[config.mk]
export PLATFORM = sky130hd
export DESIGN_NAME = add_approx_pipe
export DESIGN_NICKNAME = d
export VERILOG_FILES = /design/src/rtl/add_approx_pkg.sv /design/src/rtl/add_approx_core.sv /design/src/rtl/add_approx_pipe.sv
export SDC_FILE = /design/constraint.sdc
export NUM_CORES = 1
export LEC_CHECK = 0
export CAP_MARGIN = 20
export CORE_ASPECT_RATIO = 1.1
export CORE_MARGIN = 2
export CORE_UTILIZATION = 45
export DETAILED_ROUTE_END_ITERATION = 10
export GPL_ROUTABILITY_DRIVEN = 0
export PLACE_DENSITY = 0.73
export SYNTH_ARGS = -nofsm -noshare
export SYNTH_HDL_FRONTEND = slang
export SYNTH_SLANG_ARGS = --single-unit
[constraint.sdc]
create_clock -name clk -period 13.4 [get_ports clk]
set_clock_uncertainty 0.1 [all_clocks]
set_input_delay 2.68 -clock clk [delete_from_list [all_inputs] [get_ports clk]]
set_output_delay 2.68 -clock clk [all_outputs]
set_load 0.01 [all_outputs]
[src/rtl/add_approx_pkg.sv]
// Shared definitions for the approximate-adder pipeline.
//
// Contents:
//   SUM_MAX_W - storage width of the sum fields in the stage payload. It is
//               wide enough for the largest legal operand width plus carry-out.
//   mode_e    - approximation mode encodings.
//   stage_t   - one pipeline stage entry: valid flag, the approximate sum and
//               the exact sum carried alongside it.
package add_approx_pkg;

    localparam int SUM_MAX_W = 65;

    typedef enum logic [1:0] {
        MODE_EXACT = 2'd0,
        MODE_LOR   = 2'd1,
        MODE_TRUNC = 2'd2,
        MODE_SAT   = 2'd3
    } mode_e;

    // Sum fields are stored at the maximum width and zero-extended. This lets
    // a single non-parameterised package type serve every legal WIDTH.
    typedef struct packed {
        logic                 valid;
        logic [SUM_MAX_W-1:0] approx;
        logic [SUM_MAX_W-1:0] exact;
    } stage_t;

endpackage

[src/rtl/add_approx_core.sv]
// Combinational approximate adder.
//
// Ports:
//   a, b  (in,  WIDTH)   unsigned operands
//   mode  (in,  2)       approximation mode (see add_approx_pkg::mode_e)
//   sum   (out, WIDTH+1) approximate sum including carry-out
//   exact (out, WIDTH+1) exact a+b, used downstream for error tracking
//
// The low APPROX_LSB bits are approximated. The upper part is always a true
// addition. Its carry-in is one of two things:
//   - a guess from the top approximated bit pair (lower-OR mode);
//   - zero (truncate and saturate-low modes).
module add_approx_core
    import add_approx_pkg::*;
#(
    parameter int WIDTH      = 16,
    parameter int APPROX_LSB = 8
) (
    input  logic [WIDTH-1:0] a,
    input  logic [WIDTH-1:0] b,
    input  logic [1:0]       mode,
    output logic [WIDTH:0]   sum,
    output logic [WIDTH:0]   exact
);

    assign exact = {1'b0, a} + {1'b0, b};

    generate
        if (APPROX_LSB == 0) begin : gNoApprox
            // Nothing to approximate, so every mode reduces to the exact sum.
            logic unusedMode;
            assign unusedMode = ^mode;
            assign sum        = exact;
        end else begin : gApprox
            localparam int L = APPROX_LSB;
            localparam int H = WIDTH - APPROX_LSB;

            mode_e        modeSel;
            logic         carryIn;
            logic [L-1:0] lowBits;
            logic [H:0]   hiSum;

            assign modeSel = mode_e'(mode);

            // Choose the low-part pattern and the carry injected into the
            // exact upper adder for the selected mode.
            always_comb begin
                carryIn = 1'b0;
                lowBits = '0;
                case (modeSel)
                    MODE_LOR: begin
                        carryIn = a[L-1] & b[L-1];
                        lowBits = a[L-1:0] | b[L-1:0];
                    end
                    MODE_TRUNC: lowBits = '0;
                    MODE_SAT:   lowBits = '1;
                    default:    lowBits = '0;
                endcase
            end

            assign hiSum = {1'b0, a[WIDTH-1:L]} + {1'b0, b[WIDTH-1:L]}
                         + {{H{1'b0}}, carryIn};

            assign sum = (modeSel == MODE_EXACT) ? exact : {hiSum, lowBits};
        end
    endgenerate

endmodule

[src/rtl/add_approx_pipe.sv]
// Pipelined approximate adder with valid/ready handshaking and a
// worst-case error monitor.
//
// Ports:
//   clk, rst   (in)            clock, synchronous active-high reset
//   in_valid   (in)            operands/mode valid this cycle
//   in_ready   (out)           pipeline can accept this cycle
//   a, b       (in,  WIDTH)    unsigned operands
//   mode       (in,  2)        approximation mode, sampled with the operands
//   out_valid  (out)           sum is valid
//   out_ready  (in)            downstream accepts sum
//   sum        (out, WIDTH+1)  approximate result including carry-out
//   err_max    (out, WIDTH+1)  largest |exact - sum| delivered since clear
//   err_clr    (in)            synchronous clear of err_max
//
// The combinational core sits in front of STAGES register stages that move
// in lockstep. The whole pipe stalls only when the last stage holds a valid
// result that downstream refuses. Bubbles move through like normal entries.
module add_approx_pipe
    import add_approx_pkg::*;
#(
    parameter int WIDTH      = 16,
    parameter int APPROX_LSB = 8,
    parameter int STAGES     = 2
) (
    input  logic             clk,
    input  logic             rst,
    input  logic             in_valid,
    output logic             in_ready,
    input  logic [WIDTH-1:0] a,
    input  logic [WIDTH-1:0] b,
    input  logic [1:0]       mode,
    output logic             out_valid,
    input  logic             out_ready,
    output logic [WIDTH:0]   sum,
    output logic [WIDTH:0]   err_max,
    input  logic             err_clr
);

    logic [WIDTH:0]       coreSum;
    logic [WIDTH:0]       coreExact;
    logic                 pipeEn;
    logic                 deliver;
    logic [SUM_MAX_W-1:0] errCur;
    stage_t               lastStage;

    stage_t         stage_q [STAGES];
    stage_t         stage_d [STAGES];
    logic [WIDTH:0] errMax_q;
    logic [WIDTH:0] errMax_d;

    add_approx_core #(
        .WIDTH      (WIDTH),
        .APPROX_LSB (APPROX_LSB)
    ) uCore (
        .a     (a),
        .b     (b),
        .mode  (mode),
        .sum   (coreSum),
        .exact (coreExact)
    );

    assign lastStage = stage_q[STAGES-1];
    assign out_valid = lastStage.valid;
    assign pipeEn    = !out_valid | out_ready;
    assign in_ready  = pipeEn;
    assign deliver   = out_valid & out_ready;
    assign sum       = lastStage.approx[WIDTH:0];
    assign err_max   = errMax_q;

    // Advance every stage together when the output is free. Otherwise hold
    // them all, so nothing in flight is lost or duplicated.
    always_comb begin
        stage_d = stage_q;
        if (pipeEn) begin
            stage_d[0].valid  = in_valid;
            stage_d[0].approx = SUM_MAX_W'(coreSum);
            stage_d[0].exact  = SUM_MAX_W'(coreExact);
            for (int i = 1; i < STAGES; i++) begin
                stage_d[i] = stage_q[i-1];
            end
        end
    end

    // Absolute error of the entry at the output. The approximation can
    // overshoot (saturate-low, lower-OR), so both directions are handled.
    always_comb begin
        if (lastStage.exact >= lastStage.approx) begin
            errCur = lastStage.exact - lastStage.approx;
        end else begin
            errCur = lastStage.approx - lastStage.exact;
        end
    end

    // Error monitor: a clear that coincides with a delivery restarts the
    // running maximum from that delivery rather than from zero.
    always_comb begin
        errMax_d = errMax_q;
        if (err_clr) begin
            errMax_d = deliver ? errCur[WIDTH:0] : '0;
        end else if (deliver && (errCur > SUM_MAX_W'(errMax_q))) begin
            errMax_d = errCur[WIDTH:0];
        end
    end

    // State registers. Reset wipes the payloads too, so sum reads zero
    // afterwards and in-flight transactions vanish.
    always_ff @(posedge clk) begin
        if (rst) begin
            for (int i = 0; i < STAGES; i++) begin
                stage_q[i] <= '0;
            end
            errMax_q <= '0;
        end else begin
            stage_q  <= stage_d;
            errMax_q <= errMax_d;
        end
    end

endmodule

==> summary.txt <==
Status
  – Status: finished, final reports clean

Min path
  – Worst hold path startpoint: stage_q[139]$_SDFFE_PP0P_
  – Hold endpoint: stage_q[139]$_SDFFE_PP0P_
  – Class of the worst hold path: reg2reg
  – Hold Path Depth: 2

Yosys
  – Count leader, synth: nand2_1
  – Area fraction of the dominant cell type after synthesis: 26.5%
  – Ranking of synthesized cells by area: dfxtp_1 (27%), ha_1 (14%), a21oi_1 (7.1%), nand2_1 (6.8%), inv_1 (5.7%)
  – Post-synth EDFFs: 0
  – Ys Warns: 0
  – Syn avg cell area: 7.77 sq um
  – Seq cells post-synth: 87
  – Post-Syn Instances: 846
  – Area leader, netlist: dfxtp_1
  – Syn Nets: 965
  – Synthesized cell area: 6570 sq um
  – Post-synthesis sequential area ratio: 26.5%
  – Post-synth top flop: dfxtp_1
  – Async SR Flop Fraction: 0%
  – Post-synth top cells: nand2_1 (119), inv_1 (99), a21oi_1 (93), dfxtp_1 (87), ha_1 (75)
  – Distinct cells, synth: 64

Floorplan
  – Initial Util: 45.8%
  – Die Y-Extent: 131 microns
  – IO Pins: 75
  – Num rows: 46
  – Die ar.: 15600 sq um
  – Core Box Area: 14300 sq um
  – Die Width: 119 microns

Clocking
  – Worst skew pair latency: 0.35 ns
  – Post-CTS Resized: 0
  – Clk pin slew, worst setup/hold paths: 0.06 ns
  – CTS tree: done
  – Num Clock Sinks: 87
  – Total setup buffers inserted after CTS: 0
  – Clock root buffer: clkbuf_16
  – CTS buffer count: 9
  – Hold Buf Count CTS: 0
  – CTS H-tree depth: 3
  – CTS max path bufs: 2

Pwr
  – Int Power: 627 uW
  – Reg power frac: 30.1%
  – Clock power share: 25.4%
  – Worst VDD drop: 71.1 uV
  – Sw Share: 37.0%
  – Sw power: 368 uW
  – Cell Pwr Density: 132 nW/um^2
  – Gate power share: 44.5%
  – LEAKAGE: 0.00324 uW

Timing
  – Max Freq: 140 MHz
  – Final worst-path cycle share: 53.4%
  – Max-Slew Margin vs Limit: 28.7%
  – Min cycle time layout: 7.16 ns
  – Worst-margin pin slew: 1.07 ns
  – Fin. Hold Viols: 0
  – Final setup vio count: 0
  – Final Max Tran Viols: 0
  – RSZ-0062 raised after global routing: false
  – Final WS setup: 6.24 ns
  – Setup_tns: 0 ns

Critical path
  – Critical Path AT: 4.38 ns
  – RR Startpoint: sum[0]$_SDFFE_PP0P_
  – Critical path class: in2out
  – Max FO, Critical Path: 65
  – Register-to-Register Path Depth: 20
  – Critical Path RT: 10.62 ns
  – Reg2Reg Setup Slack: 7.65 ns
  – CP endpoint kind: output pin
  – Crit path launch type: input port
  – Worst reg2reg endpoint: err_max[2]$_SDFFE_PP0P_

GRT
  – Largest net degree at the start of global routing: 75
  – Global-route wire length before repair: 24000 microns
  – Initial antenna violation count: 0
  – Tot GR Track Use: 18.5%
  – Vias in the first global route: 5234
  – Total grt overflow: 0

Drt
  – Vias: 5593
  – Initial DRC Count: 348
  – Wirelength per Cell: 13.1 microns
  – Post-Route WL: 14100 microns
  – DRC Markers: 0
  – 1st-pass router iterations: 5
  – Antenna Nets Post-Route: 0
  – Via density: 5.20

Layout
  – P&R area growth vs syn: 15.1%
  – Fraction of layout cells with a size suffix above 1: 6.12%
  – Filler cells: 1393
  – Nets@finish: 997
  – Diodes inserted: 0

Placed design
  – PortBufs: 74
  – Pre-CTS setup slack: 6.23 ns
  – Final HPWL DP: 10500 microns

Job
  – Max Cap Viol: 0
-- state kept, by name, indices dropped and copies added, names as in the netlist --
name	cells
err_max	17
lastStage	17
out_valid	1
stage_q	35
sum	17
-- final cells by class --
type	count	area (sq um)	area share, %
multi-input cells	602	4140	54.7
flip-flops and latches	87	1740	23.0
clock buffers	10	229	3.03
clock inverters	6	68.8	0.910
repair buffers	79	773	10.2
well taps	192	240	3.18
inverters	99	372	4.91
-- logic make-up after synthesis --
| group | synth area share, % |
|---|---|
| adder cells (fa/ha/maj) | 15.8 |
| AND/OR/NAND/NOR | 16.5 |
| XOR/XNOR | 4.13 |
| AO/OA/AOI/OAI | 23.8 |
| buffers and inverters | 10.6 |
| flip-flops | 26.5 |
| multiplexers | 2.67 |
-- power by group through the flow --
stage	Clock, uW	Sequential, uW	Combinational [uW]
global placement	0	304	430
finish	253	300	443
detailed placement	0	305	437
floorplan	0	302	347
CTS	257	299	440
global route	270	303	502
-- cells in the final DEF, fill, tap and decap left out, drive strengths merged, types with 5 or more instances in the layout --
cell           netlist  routed
a211oi              15      15
a21o                24      24
a21oi               94      94
a221oi               6       6
a31o                 5       5
a31oi                5       5
and2                 5       5
buf                 23       6
clkbuf              35      10
clkdlybuf4s50        0      73
dfxtp               87      87
fa                   5       5
ha                  75      75
inv                 99     100
mux2i               13      13
nand2              119     119
nand2b               9       9
nand3                9       9
nand4                9       9
nor2                57      57
nor2b                8       8
nor3                16      16
o21a                 5       5
o21ai               20      20
o21bai               8       8
o22ai               16      16
o31ai                5       5
xnor2               18      18
xor2                13      13
-- per-layer routing --
| layer | vias up | routed length, microns | GRT usage, % |
|---|---|---|---|
| met1 | 2490 | 6920 | 25.2 |
| met3 | 21 | 629 | 2.56 |
| met4 | 0 | 284 | 6.79 |
| li1 | 2933 | - | - |
| met2 | 149 | 6270 | 30.2 |
| met5 | - | 0 | 0 |
-- worst max-delay path by stage --
stage | startpoint | slack [ns] | end
finish | out_ready | 6.24 | in_ready
CTS | out_ready | 6.22 | in_ready
global placement | out_ready | 6.24 | in_ready
floorplan | out_ready | 7.26 | in_ready
global route | out_ready | 6.14 | in_ready
detailed placement | out_ready | 6.23 | in_ready
-- metrics by stage --
step | instances | utilization (%) | total power (uW) | instance area, sq um | hold slack, ns
2_1_floorplan | 846 | - | 649 | 6570 | 0.332
3_3_place_gp | 1059 | 50.7 | 734 | 7270 | 0.340
3_5_place_dp | 1059 | 50.7 | 742 | 7270 | 0.346
4_1_cts | 1075 | 52.8 | 997 | 7560 | 0.354
5_1_grt | 1075 | 52.8 | 1070 | 7560 | 0.373
6_report | 1075 | 52.8 | 995 | 7560 | 0.355
-- worst max-delay path: stages --
cell             delay [ns]
clkdlybuf4s50_1        0.46
nor2b_4                0.11
buf_4                  0.52
inv_2                  0.08
clkdlybuf4s50_1        0.50
Note: power is estimated with default switching activity, not from simulation.
